--- src/rtl/pc_ctrl_pkg.sv ---
// Shared opcodes, SYSTEM-instruction encodings and FSM state type for the
// fetch PC sequencing logic.
package pc_ctrl_pkg;

    localparam logic [6:0] OPC_JAL    = 7'b1101111;
    localparam logic [6:0] OPC_JALR   = 7'b1100111;
    localparam logic [6:0] OPC_BRANCH = 7'b1100011;

    localparam logic [31:0] INST_ECALL = 32'h0000_0073;
    localparam logic [31:0] INST_UNIMP = 32'hC000_1073;
    localparam logic [31:0] INST_MRET  = 32'h3020_0073;
    localparam logic [31:0] INST_SRET  = 32'h1020_0073;

    typedef enum logic [1:0] {
        ST_RUN      = 2'd0,
        ST_WAIT_CF  = 2'd1,
        ST_WAIT_MEM = 2'd2
    } pc_state_e;

endpackage

--- src/rtl/cf_detect.sv ---
// Flags a valid fetched instruction that can change control flow
// (jumps, branches, ecall/unimp and xRET encodings).
module cf_detect (
    input  logic [31:0] if_inst,
    input  logic        if_valid,
    output logic        cf_hit
);
    import pc_ctrl_pkg::*;

    logic op_hit;
    logic sys_hit;

    always_comb begin
        op_hit  = (if_inst[6:0] == OPC_JAL) || (if_inst[6:0] == OPC_JALR) ||
                  (if_inst[6:0] == OPC_BRANCH);
        sys_hit = (if_inst == INST_ECALL) || (if_inst == INST_UNIMP) ||
                  (if_inst == INST_MRET)  || (if_inst == INST_SRET);
        cf_hit  = if_valid && (op_hit || sys_hit);
    end

endmodule

--- src/rtl/pc_redirect_ctrl.sv ---
// Fetch PC sequencing: hold, +4, or redirect to branch/trap/xRET targets.
// Optional PC_MISALIGN_CHECK_EN turns misaligned targets into an M-mode trap.
module pc_redirect_ctrl #(
    parameter int unsigned XLEN     = 64,
    parameter int unsigned WAIT_MAX = 15
) (
    input  logic            clk,
    input  logic            rst,
    input  logic [31:0]     pc_cur,
    input  logic [31:0]     if_inst,
    input  logic            if_valid,
    input  logic            ex_resolve,
    input  logic            ex_taken,
    input  logic [31:0]     ex_target,
    input  logic            mem_valid,
    input  logic            mmu_data_ready,
    input  logic            trap_req,
    input  logic            trap_to_s,
    input  logic            xret_req,
    input  logic            xret_is_s,
    input  logic [XLEN-1:0] mtvec,
    input  logic [XLEN-1:0] stvec,
    input  logic [XLEN-1:0] mepc,
    input  logic [XLEN-1:0] sepc,
    output logic [31:0]     pc_next,
    output logic            pc_we,
    output logic            if_flush,
    output logic            trap_taken,
    output logic            wait_timeout,
`ifdef PC_MISALIGN_CHECK_EN
    output logic            misalign_trap,
`endif
    output logic [1:0]      state_o
);
    import pc_ctrl_pkg::*;

    localparam logic [7:0] WAIT_LAST = 8'(WAIT_MAX - 1);

    pc_state_e   state, state_n, eff_state;
    logic [7:0]  cnt, cnt_n;
    logic        was_wait_cf, was_wait_cf_n;
    logic        cf_hit;
    logic [31:0] pc_plus4;
    logic [31:0] mtvec_pc;
    logic [31:0] redirect_pc;
    logic        mis;

    cf_detect u_cf_detect (
        .if_inst (if_inst),
        .if_valid(if_valid),
        .cf_hit  (cf_hit)
    );

    logic unused_lo;
    assign unused_lo = ^{mtvec[1:0], stvec[1:0]};
    if (XLEN > 32) begin : g_unused_hi
        logic unused_hi;
        assign unused_hi = ^{mtvec[XLEN-1:32], stvec[XLEN-1:32],
                             mepc[XLEN-1:32], sepc[XLEN-1:32]};
    end

    always_ff @(posedge clk) begin
        if (rst) begin
            state       <= ST_RUN;
            cnt         <= '0;
            was_wait_cf <= 1'b0;
        end else begin
            state       <= state_n;
            cnt         <= cnt_n;
            was_wait_cf <= was_wait_cf_n;
        end
    end

    always_comb begin
        pc_next       = '0;
        pc_we         = 1'b0;
        if_flush      = 1'b0;
        trap_taken    = 1'b0;
        wait_timeout  = 1'b0;
        mis           = 1'b0;
        cnt_n         = cnt;
        was_wait_cf_n = was_wait_cf;
        redirect_pc   = '0;
        pc_plus4      = pc_cur + 32'd4;
        mtvec_pc      = {mtvec[31:2], 2'b00};
        // Leaving WAIT_MEM behaves exactly like the state it interrupted.
        eff_state     = state;
        if (state == ST_WAIT_MEM)
            eff_state = was_wait_cf ? ST_WAIT_CF : ST_RUN;
        state_n       = eff_state;

        if (trap_req) begin
            pc_we      = 1'b1;
            if_flush   = 1'b1;
            trap_taken = 1'b1;
            pc_next    = trap_to_s ? {stvec[31:2], 2'b00} : mtvec_pc;
            state_n    = ST_RUN;
            cnt_n      = '0;
        end else if (xret_req) begin
            redirect_pc = xret_is_s ? sepc[31:0] : mepc[31:0];
            pc_we       = 1'b1;
            if_flush    = 1'b1;
            pc_next     = redirect_pc;
            state_n     = ST_RUN;
            cnt_n       = '0;
        end else if (mem_valid && !mmu_data_ready) begin
            state_n = ST_WAIT_MEM;
            if (state != ST_WAIT_MEM)
                was_wait_cf_n = (state == ST_WAIT_CF);
        end else if (ex_resolve && ex_taken) begin
            redirect_pc = ex_target;
            pc_we       = 1'b1;
            if_flush    = 1'b1;
            pc_next     = redirect_pc;
            state_n     = ST_RUN;
            cnt_n       = '0;
        end else if (ex_resolve) begin
            pc_we   = 1'b1;
            pc_next = pc_plus4;
            state_n = ST_RUN;
            cnt_n   = '0;
        end else if (eff_state == ST_WAIT_CF) begin
            if (cnt == WAIT_LAST) begin
                pc_we        = 1'b1;
                pc_next      = pc_plus4;
                wait_timeout = 1'b1;
                state_n      = ST_RUN;
                cnt_n        = '0;
            end else begin
                cnt_n = cnt + 8'd1;
            end
        end else if (cf_hit) begin
            state_n = ST_WAIT_CF;
            cnt_n   = '0;
        end else if (if_valid) begin
            pc_we   = 1'b1;
            pc_next = pc_plus4;
        end

`ifdef PC_MISALIGN_CHECK_EN
        if (!trap_req && pc_we && if_flush && redirect_pc[1]) begin
            pc_next    = mtvec_pc;
            trap_taken = 1'b1;
            mis        = 1'b1;
        end
        misalign_trap = mis && !rst;
`endif

        if (rst) begin
            pc_next      = '0;
            pc_we        = 1'b0;
            if_flush     = 1'b0;
            trap_taken   = 1'b0;
            wait_timeout = 1'b0;
            state_n      = ST_RUN;
            cnt_n        = '0;
        end
    end

    assign state_o = rst ? 2'd0 : state;

    logic unused_mis;
    assign unused_mis = mis;

endmodule

--- config.mk ---
export PLATFORM = sky130hd
export DESIGN_NAME = pc_redirect_ctrl
export DESIGN_NICKNAME = d
export VERILOG_FILES = /design/src/rtl/pc_ctrl_pkg.sv /design/src/rtl/cf_detect.sv /design/src/rtl/pc_redirect_ctrl.sv
export SDC_FILE = /design/constraint.sdc
export NUM_CORES = 1
export LEC_CHECK = 0
export ABC_AREA = 1
export CAP_MARGIN = 25
export CORE_AREA = 5 5 151 153
export DETAILED_ROUTE_END_ITERATION = 16
export DIE_AREA = 0 0 156 158
export PLACE_DENSITY = 0.54
export SETUP_SLACK_MARGIN = 0.02
export SLEW_MARGIN = 20
export SYNTH_ARGS = -nofsm -noshare
export SYNTH_HDL_FRONTEND = slang
export SYNTH_SLANG_ARGS = --single-unit
--- constraint.sdc ---
create_clock -name clk -period 1.8 [get_ports clk]
set_input_delay 0.18 -clock clk [delete_from_list [all_inputs] [get_ports clk]]
set_output_delay 0.18 -clock clk [all_outputs]
set_load 0.005 [all_outputs]
**Word level (Yosys, flattened, before mapping)**

Index checks and enable logic that the tools add are counted.

- Register bits: 11
- Input bits: 363
- Output and inout port bits: 38

- Add/subtract/negate cells: 2
- Eq/ne operators: 12
- Muxes and demuxes: 50
- Bitwise gates (word level): 3
- Reductions and logical operators: 15

Operators with widths:

| cell | number |
|---|---|
| $mux W32 | 12 |
| $mux W8 | 5 |
| $add A32 B3 Y32 const B | 1 |
| $eq A32 B29 Y1 const B | 1 |
| $eq A32 B30 Y1 const B | 1 |
| $eq A32 B32 Y1 const B | 1 |
| $eq A32 B7 Y1 const B | 1 |
| $mux W1 | 25 |
| $eq A7 B7 Y1 const B | 3 |
| $mux W2 | 8 |
| $add A8 B1 Y8 const B | 1 |
| $eq A8 B4 Y1 const B | 1 |
| $logic_or A1 B1 Y1 | 6 |
| $reduce_or A6 Y1 | 1 |
| $eq A2 B1 Y1 const B | 2 |
| $reduce_and A4 Y1 | 1 |
| $reduce_bool A4 Y1 | 1 |
| $logic_and A1 B1 Y1 | 3 |
| $not A1 Y1 | 3 |
| $reduce_or A3 Y1 | 1 |
| $eq A2 B2 Y1 const B | 1 |
| $ne A2 B2 Y1 const B | 1 |
| $reduce_and A2 Y1 | 1 |
| $logic_not A1 Y1 | 1 |

**Longest topological paths before layout**

Gate-level depths: netlist of the first run.

- Depth in word-level cells: 14
- Depth in mapped cells: 14
- Gate-level depth less buffers: 14

**Cells and area by module**

A second synthesis of the first run with hierarchy kept.

- Cells, all modules: 721
- Area total of the unflattened synthesis: 3584.7 µm²

By module, submodules not included:

| module | times used | cells an instance | area each (µm²) |
|---|---|---|---|
| pc_redirect_ctrl | 1 | 670 | 3367.0 |
| cf_detect | 1 | 51 | 217.7 |

**Worst setup path before layout of the first run**

Ideal clock, no wire load.

- Kind: reg-to-output
- From: register cnt[3]
- To: output port pc_next[4]
- Arrival time: 1366 ps
- Required time: 1620 ps
- Slack: 254 ps
- Stages on the path, launching flop included: 13
- Path buffers: 2
- Cell sequence: dfxtp_1 -> buf_4 -> nand2_1 -> nor3_2 -> nand4_2 -> nor2_2 -> nor2_1 -> nand2_4 -> buf_6 -> nand3_2 -> nand2_1 -> nand2_1 -> nand2_1

- Longest elaborated chain between the ends: 9

RTL lines:

| what | line | source |
|---|---|---|
| start, declared | pc_redirect_ctrl.sv:40 | `logic [7:0] cnt, cnt_n;` |
| start signal, assigned | pc_redirect_ctrl.sv:69 | `cnt <= cnt_n;` |
| $eq A8 B4 Y1 | pc_redirect_ctrl.sv:123 | `if (cnt == WAIT_LAST) begin` |
| $mux W32 | pc_redirect_ctrl.sv:123 |  |
| $mux W32 | pc_redirect_ctrl.sv:122 | `end else if (eff_state == ST_WAIT_CF) begin` |
| $mux W32 | pc_redirect_ctrl.sv:117 | `end else if (ex_resolve) begin` |
| $mux W32 | pc_redirect_ctrl.sv:110 | `end else if (ex_resolve && ex_taken) begin` |
| $mux W32 | pc_redirect_ctrl.sv:106 | `end else if (mem_valid && !mmu_data_ready) begin` |
| $mux W32 | pc_redirect_ctrl.sv:99 | `end else if (xret_req) begin` |
| $mux W32 | pc_redirect_ctrl.sv:92 | `if (trap_req) begin` |
| $mux W32 | pc_redirect_ctrl.sv:149 | `if (rst) begin` |
| end, declared | pc_redirect_ctrl.sv:25 | `output logic [31:0] pc_next,` |

No other way between the ends.

**Final worst setup path of the first run**

- From: register cnt[7]
- To: output port pc_next[28]

The elaborated chain is that of the path after synthesis.

==> impl_metrics.json, run 1 <==
{
  "die_area_mm2": 0.0246,
  "fin_cells": 1456,
  "drc_errors": 0,
  "postSynthAreaPerCell_um2": 5.13,
  "dp_cells": 1407,
  "cts_htree_levels": 1,
  "drt_iter0_markers": 311,
  "reg2reg_setup_slack_ns": 0.18,
  "power_frac_clock_pct": 18.3,
  "cts.sinks": 11,
  "cts-hold-fix-buffers": 0,
  "critPathSlowestCell": "dfxtp_1",
  "critPathLaunch": "cnt[7]",
  "tritoncts": "yes",
  "holdPathStages": 3,
  "cts_root_buf": "clkbuf_16",
  "violations": "negative setup slack",
  "hold_path_startpoint": "rst",
  "synth_top_cell_area_share_pct": 25.7,
  "setup_ws_ns": -0.269,
  "wirelength_um": 22600,
  "rows": 54,
  "synthFlopType": "dfxtp_1",
  "critPathMaxFanout": 5,
  "regArea_um2": 231,
  "clk_latency_ns": 0.24,
  "drive_gt1_share_pct": 34.5,
  "period_minus_slack_ns": 2.07,
  "diodes": 0,
  "grt_pass1_vias": 6503,
  "timing.rr.end": "cnt[2]",
  "power_frac_comb_pct": 71.2,
  "ir_worst_vdd_v": 0.000225,
  "ys_ff_latch": 11,
  "synthesis.nets": 1126,
  "synth_top_cell_by_area": "nand2_1",
  "ys_seq_area_share_pct": 5.65,
  "p_per_area_mw_per_mm2": 262,
  "cellLeakagePower_nw": 4.29,
  "sequentialPowerShare_pct": 10.5,
  "yosys-top-cells-area": "nand2_1, inv_1, mux2i_1",
  "hpwlAfterDp_um": 18200,
  "status": "complete, but fails checks",
  "synth.distinct_cells": 39,
  "path_clk_slew_ns": 0.05,
  "syn_inst": 760,
  "multiInputGateArea_mm2": 0.00373,
  "grt-ovfl-total": 0,
  "hold_path.class": "primary input to register",
  "grt.total_usage_pct": 17.5,
  "hold_viol": 0,
  "syn_to_final_growth_pct": 129,
  "setup_viol": 33,
  "switching_share_pct": 36.3,
  "critPathMaxStageDelay_ns": 0.33,
  "start_util_pct": 18.2,
  "critPathKind": "register to output pin",
  "ant_nets": 0,
  "wire_per_inst_um": 15.5,
  "io_buffers": 268,
  "grt_antenna_before_repair": 3,
  "start_kind": "register",
  "fin_util_pct": 41.7,
  "synth_warnings": 0,
  "reg2reg_depth": 13,
  "cp_cell_sequence": "nor3_4 -> nand4_4 -> nor2_4 -> nor2_4 -> nand2_4 -> buf_6 -> buf_6 -> nand3_2 -> nand2_1 -> nand2_1 -> nand2_1 -> buf_2",
  "die_h_um": 158,
  "synth_enable_flop_cells": 0,
  "routabilityCongestion": 0.902,
  "min_to": "was_wait_cf",
  "path_common_cell": "nand2_1",
  "cp_top_family": "simple AND/OR/NAND/NOR gates",
  "io_pins": 401,
  "cts_made_buffers": 3,
  "async_reset_ff_share_pct": 0,
  "p_sw_uw": 851,
  "slew_headroom_pct": 72.2,
  "detail_route.first_pass.iterations": 4,
  "via_count": 6284,
  "rsz0062_at_grt": "true",
  "fin_nets": 1543,
  "setup_tns_ns": -7.06,
  "fp.coreArea_mm2": 0.0214,
  "grt_pass1_wl_um": 34600,
  "timing.final.crit_share_pct": 115,
  "cts.path.max_buffers": 2,
  "required_ns": 1.62,
  "endpoint_kind": "output pin",
  "viasPerCell": 4.32,
  "fillers": 2276,
  "fin_worst_skew_ns": 0.00232,
  "crit_arrival_ns": 1.89,
  "r2r_start": "state[0]",
  "grt_max_degree": 31,
  "fmax_mhz": 483,
  "tightest_slew_ns": 0.415,
  "drv_slew": 0,
  "drv_cap": 0,
  "p_int_mw": 1.49,
  "die_w_um": 156,
  "syn_area_mm2": 0.00390,
  "crit_buf_inv": 3
}
[state kept, by name, indices dropped and copies added (netlist names)]
name	cells
state	2
was_wait_cf	1
cnt	8
[power groups by stage]
stage | clock [mW] | sequential [mW] | combinational, mW
after floorplan | 0 | 0.253 | 0.506
after global placement | 0 | 0.252 | 1.51
after detailed placement | 0 | 0.252 | 1.51
after CTS | 0.427 | 0.248 | 1.62
after global routing | 0.448 | 0.246 | 1.81
final | 0.429 | 0.246 | 1.67
[logic make-up (layout without fill, tap and decap cells)]
group	count (synthesis)	count (layout)	share of synthesized area, %
DFF	11	11	5.65
buffers and inverters	142	557	15.6
xor gates and xnor gates	15	15	3.37
muxes	30	30	7.70
adders and majority gates	3	3	0.963
AOI/OAI and AO/OA	112	112	16.6
and+or+nand+nor	447	448	50.1
[worst register-to-register path: cells and delay by family (launching register included)]
family / cells / cell delay, ns
buffers and inverters: 5 / 0.39
flip-flops: 1 / 0.36
AND/OR/NAND/NOR: 8 / 0.80
[stage by stage]
step	cell area, um2	power, mW	hold WS [ns]	worst slack, ns
after floorplan	3900	0.759	0.249	0.254
after detailed placement	7870	1.76	0.461	-0.886
after CTS	8690	2.29	0.414	-0.264
after global placement	7870	1.76	0.451	-0.881
after global routing	8930	2.50	0.434	-0.404
final	8930	2.34	0.415	-0.269
[placed cells by master (no fill, tap or decap), types with 6 or more instances in the layout]
| cell type | netlist | routed |
|---|---|---|
| nor2_1 | 75 | 48 |
| nand3_4 | 0 | 10 |
| mux2i_1 | 30 | 30 |
| nand3_2 | 11 | 25 |
| nand2_4 | 2 | 7 |
| nand2_2 | 3 | 64 |
| dfxtp_1 | 11 | 6 |
| clkdlybuf4s50_1 | 0 | 173 |
| clkdlybuf4s15_1 | 0 | 15 |
| dlygate4sd2_1 | 0 | 37 |
| nor3_2 | 4 | 9 |
| o21ai_0 | 35 | 32 |
| nand4_1 | 8 | 8 |
| buf_4 | 2 | 143 |
| nand3_1 | 52 | 28 |
| inv_2 | 2 | 11 |
| a21oi_1 | 42 | 41 |
| buf_2 | 10 | 31 |
| buf_6 | 3 | 26 |
| nor2_4 | 3 | 10 |
| o21a_1 | 30 | 30 |
| buf_12 | 0 | 13 |
| nand2_1 | 267 | 201 |
| inv_1 | 103 | 94 |
| nor2_2 | 2 | 22 |
[final cells by class]
class                   instances  share of cell area, %
repair buffers                447                   46.4
multi-input cells             608                   41.8
inverters                     106                   4.46
well taps                     280                   3.92
flip-flops and latches         11                   2.59
clock buffers                   4                  0.883
[synthesized netlist by cell type (2+ instances only)]
cell,n
nor3_2,4
nand3b_1,3
a21oi_1,42
nand2_2,3
nand4_1,8
xnor2_1,7
nor2_1,75
dfxtp_1,11
nand2_1,267
or2_2,2
buf_4,2
inv_1,103
nand3_2,11
mux2i_1,30
nor2_2,2
o2111ai_1,2
ha_1,3
inv_2,2
nor4_1,2
xor2_1,8
buf_6,3
nand3_1,52
buf_2,10
o21ai_0,35
o21a_1,30
nand2_4,2
clkbuf_1,17
nor2_4,3
nor3_1,11
[timing repair]
action,CTS,global route
pin swaps,90,39
gates resized for setup,379,66
setup endpoints to repair,36,35
setup buffers,33,13
cloned,5,0
[worst max-delay path by stage]
stage,to,slack [ns],depth (start not counted)
3_3_place_gp,pc_next[16],-0.88,13
5_1_grt,pc_next[25],-0.40,13
3_5_place_dp,pc_next[16],-0.89,13
2_1_floorplan,pc_next[4],0.25,12
6_report,pc_next[28],-0.27,12
4_1_cts,pc_next[10],-0.26,14
[metal layers]
layer / wire length (um) / GRT usage [%]
met1: 8780 / 20.1
met2: 11700 / 33.5
met3: 1670 / 3.85
met4: 436 / 3.00
met5: 41 / 0
Power figures use the tool's default switching activity.
==> inputs of run 2 (changes only) <==
CTS_CLUSTER_DIAMETER = 30   (was not set)
PLACE_DENSITY = not set   (was 0.54)
PLACE_DENSITY_LB_ADDON = 0.05   (was not set)
==> impl_metrics.json, run 2 (synthesis gave the netlist of run 1 again) <==
{
  "start_kind": "register",
  "viasPerCell": 4.14,
  "die_w_um": 156,
  "tightest_slew_ns": 0.366,
  "cts_root_buf": "clkbuf_16",
  "critPathKind": "register to output pin",
  "cts_made_buffers": 3,
  "drt_iter0_markers": 227,
  "fin_worst_skew_ns": 0.00165,
  "tritoncts": "yes",
  "clk_latency_ns": 0.24,
  "critPathMaxStageDelay_ns": 0.33,
  "slew_headroom_pct": 75.6,
  "violations": "negative setup slack",
  "start_util_pct": 18.2,
  "final_cell_mix": "nand2_1, clkdlybuf4s50_1, buf_4",
  "fillers": 2343,
  "grt_antenna_before_repair": 1,
  "sequentialPowerShare_pct": 11.1,
  "power_frac_clock_pct": 18.7,
  "timing.rr.end": "cnt[3]",
  "io_buffers": 268,
  "multiInputGateArea_mm2": 0.00363,
  "grt-ovfl-total": 0,
  "layout_commonest_cell": "nand2_1",
  "grt_pass1_vias": 6144,
  "wirelength_um": 22200,
  "setup_tns_ns": -6.00,
  "p_sw_uw": 790,
  "grt.total_usage_pct": 16.8,
  "crit_path_end": "pc_next[20]",
  "die_h_um": 158,
  "required_ns": 1.62,
  "routabilityCongestion": 0.812,
  "cts-hold-fix-buffers": 0,
  "die_area_mm2": 0.0246,
  "cellLeakagePower_nw": 4.15,
  "reg2reg_setup_slack_ns": 0.25,
  "hold_viol": 0,
  "via_count": 5935,
  "rows": 54,
  "ir_worst_vdd_v": 0.000231,
  "setup_ws_ns": -0.250,
  "p_int_mw": 1.45,
  "critPathSlowestCell": "dfxtp_2",
  "switching_share_pct": 35.3,
  "period_minus_slack_ns": 2.05,
  "reg2reg_depth": 11,
  "regArea_um2": 228,
  "timing.final.crit_share_pct": 114,
  "p_per_area_mw_per_mm2": 260,
  "syn_to_final_growth_pct": 121,
  "top_regs": "cnt x8, state x2, was_wait_cf x1",
  "cts.path.max_buffers": 2,
  "path_clk_slew_ns": 0.05,
  "fin_nets": 1519,
  "wire_per_inst_um": 15.5,
  "drc_errors": 0,
  "fmax_mhz": 488,
  "path_common_cell": "buf_6",
  "endpoint_kind": "output pin",
  "largest-register": "cnt",
  "io_pins": 401,
  "fin_cells": 1433,
  "cp_cell_sequence": "nor3_4 -> nand4_4 -> nor2_4 -> nor2_4 -> nand2_8 -> buf_6 -> buf_6 -> nand3_4 -> nand2_2 -> nand2_1 -> nand2_1 -> buf_6",
  "drive_gt1_share_pct": 33.2,
  "hold_path.class": "register to register",
  "power_frac_comb_pct": 70.2,
  "critPathMaxFanout": 7,
  "critPathLaunch": "cnt[7]",
  "drv_slew": 0,
  "fp.coreArea_mm2": 0.0214,
  "ant_nets": 0,
  "status": "complete, but fails checks",
  "setup_viol": 33,
  "drv_cap": 0,
  "detail_route.first_pass.iterations": 4,
  "cts_htree_levels": 1,
  "hpwlAfterDp_um": 18000,
  "rsz0062_at_grt": "true",
  "largest_reg_flops": 8,
  "grt_pass1_wl_um": 32900,
  "crit_arrival_ns": 1.87,
  "cts.sinks": 11,
  "dp_cells": 1382,
  "r2r_start": "state[0]",
  "grt_max_degree": 33
}
==> run 2: how the worst min path moves through the flow <==
stage,startpoint,endpoint,slack (ns),depth (start not counted)
CTS,was_wait_cf,was_wait_cf,0.48,2
floorplan,rst,was_wait_cf,0.25,1
global placement,was_wait_cf,was_wait_cf,0.46,2
detailed placement,was_wait_cf,was_wait_cf,0.46,2
finish,was_wait_cf,was_wait_cf,0.48,2
global route,was_wait_cf,was_wait_cf,0.50,2
==> run 2: power by group through the flow <==
| stage | combinational (mW) | sequential (mW) | clock, mW |
|---|---|---|---|
| 2_1_floorplan | 0.506 | 0.253 | 0 |
| 3_3_place_gp | 1.45 | 0.252 | 0 |
| 3_5_place_dp | 1.44 | 0.252 | 0 |
| 4_1_cts | 1.56 | 0.248 | 0.430 |
| 5_1_grt | 1.71 | 0.249 | 0.440 |
| 6_report | 1.57 | 0.249 | 0.417 |
==> run 2: timing repair <==
item                                    4_1_cts  5_1_grt
endpoints found under the setup margin       36       46
gates cloned                                  6        0
setup buffers                                37        6
resized for setup                           385       71
pin swaps                                    86       53
==> run 2: layer usage <==
metal | vias up | share of wire (%) | track usage [%]
met4 | 0 | 1.5 | 3.04
met5 | - | 0 | 0
met1 | 2573 | 41 | 20.0
met3 | 16 | 4.6 | 2.27
li1 | 3202 | - | -
met2 | 144 | 53 | 32.4
==> run 2: layout make-up <==
class                   instances  share of cell area [%]
flip-flops and latches         11                    2.64
diodes                          1                  0.0290
multi-input cells             607                    42.1
clock buffers                   4                   0.915
well taps                     280                    4.06
repair buffers                424                    45.6
inverters                     106                    4.62
==> run 2: per-stage QoR <==
step / utilization [%] / hold slack, ns / setup slack [ns] / area [um2] / power, mW
final: 40.2 / 0.482 / -0.250 / 8620 / 2.24
after global placement: 35.8 / 0.457 / -0.994 / 7660 / 1.70
after floorplan: - / 0.249 / 0.254 / 3900 / 0.759
after global routing: 40.2 / 0.499 / -0.378 / 8620 / 2.40
after detailed placement: 35.8 / 0.457 / -0.965 / 7660 / 1.70
after CTS: 39.8 / 0.476 / -0.277 / 8520 / 2.24
==> run 2: worst max-delay path, delay by kind of cell (launching register included) <==
family | cells | cell delay (ns)
buffers and inverters | 3 | 0.33
AND/OR/NAND/NOR | 9 | 0.95
flip-flops | 1 | 0.33
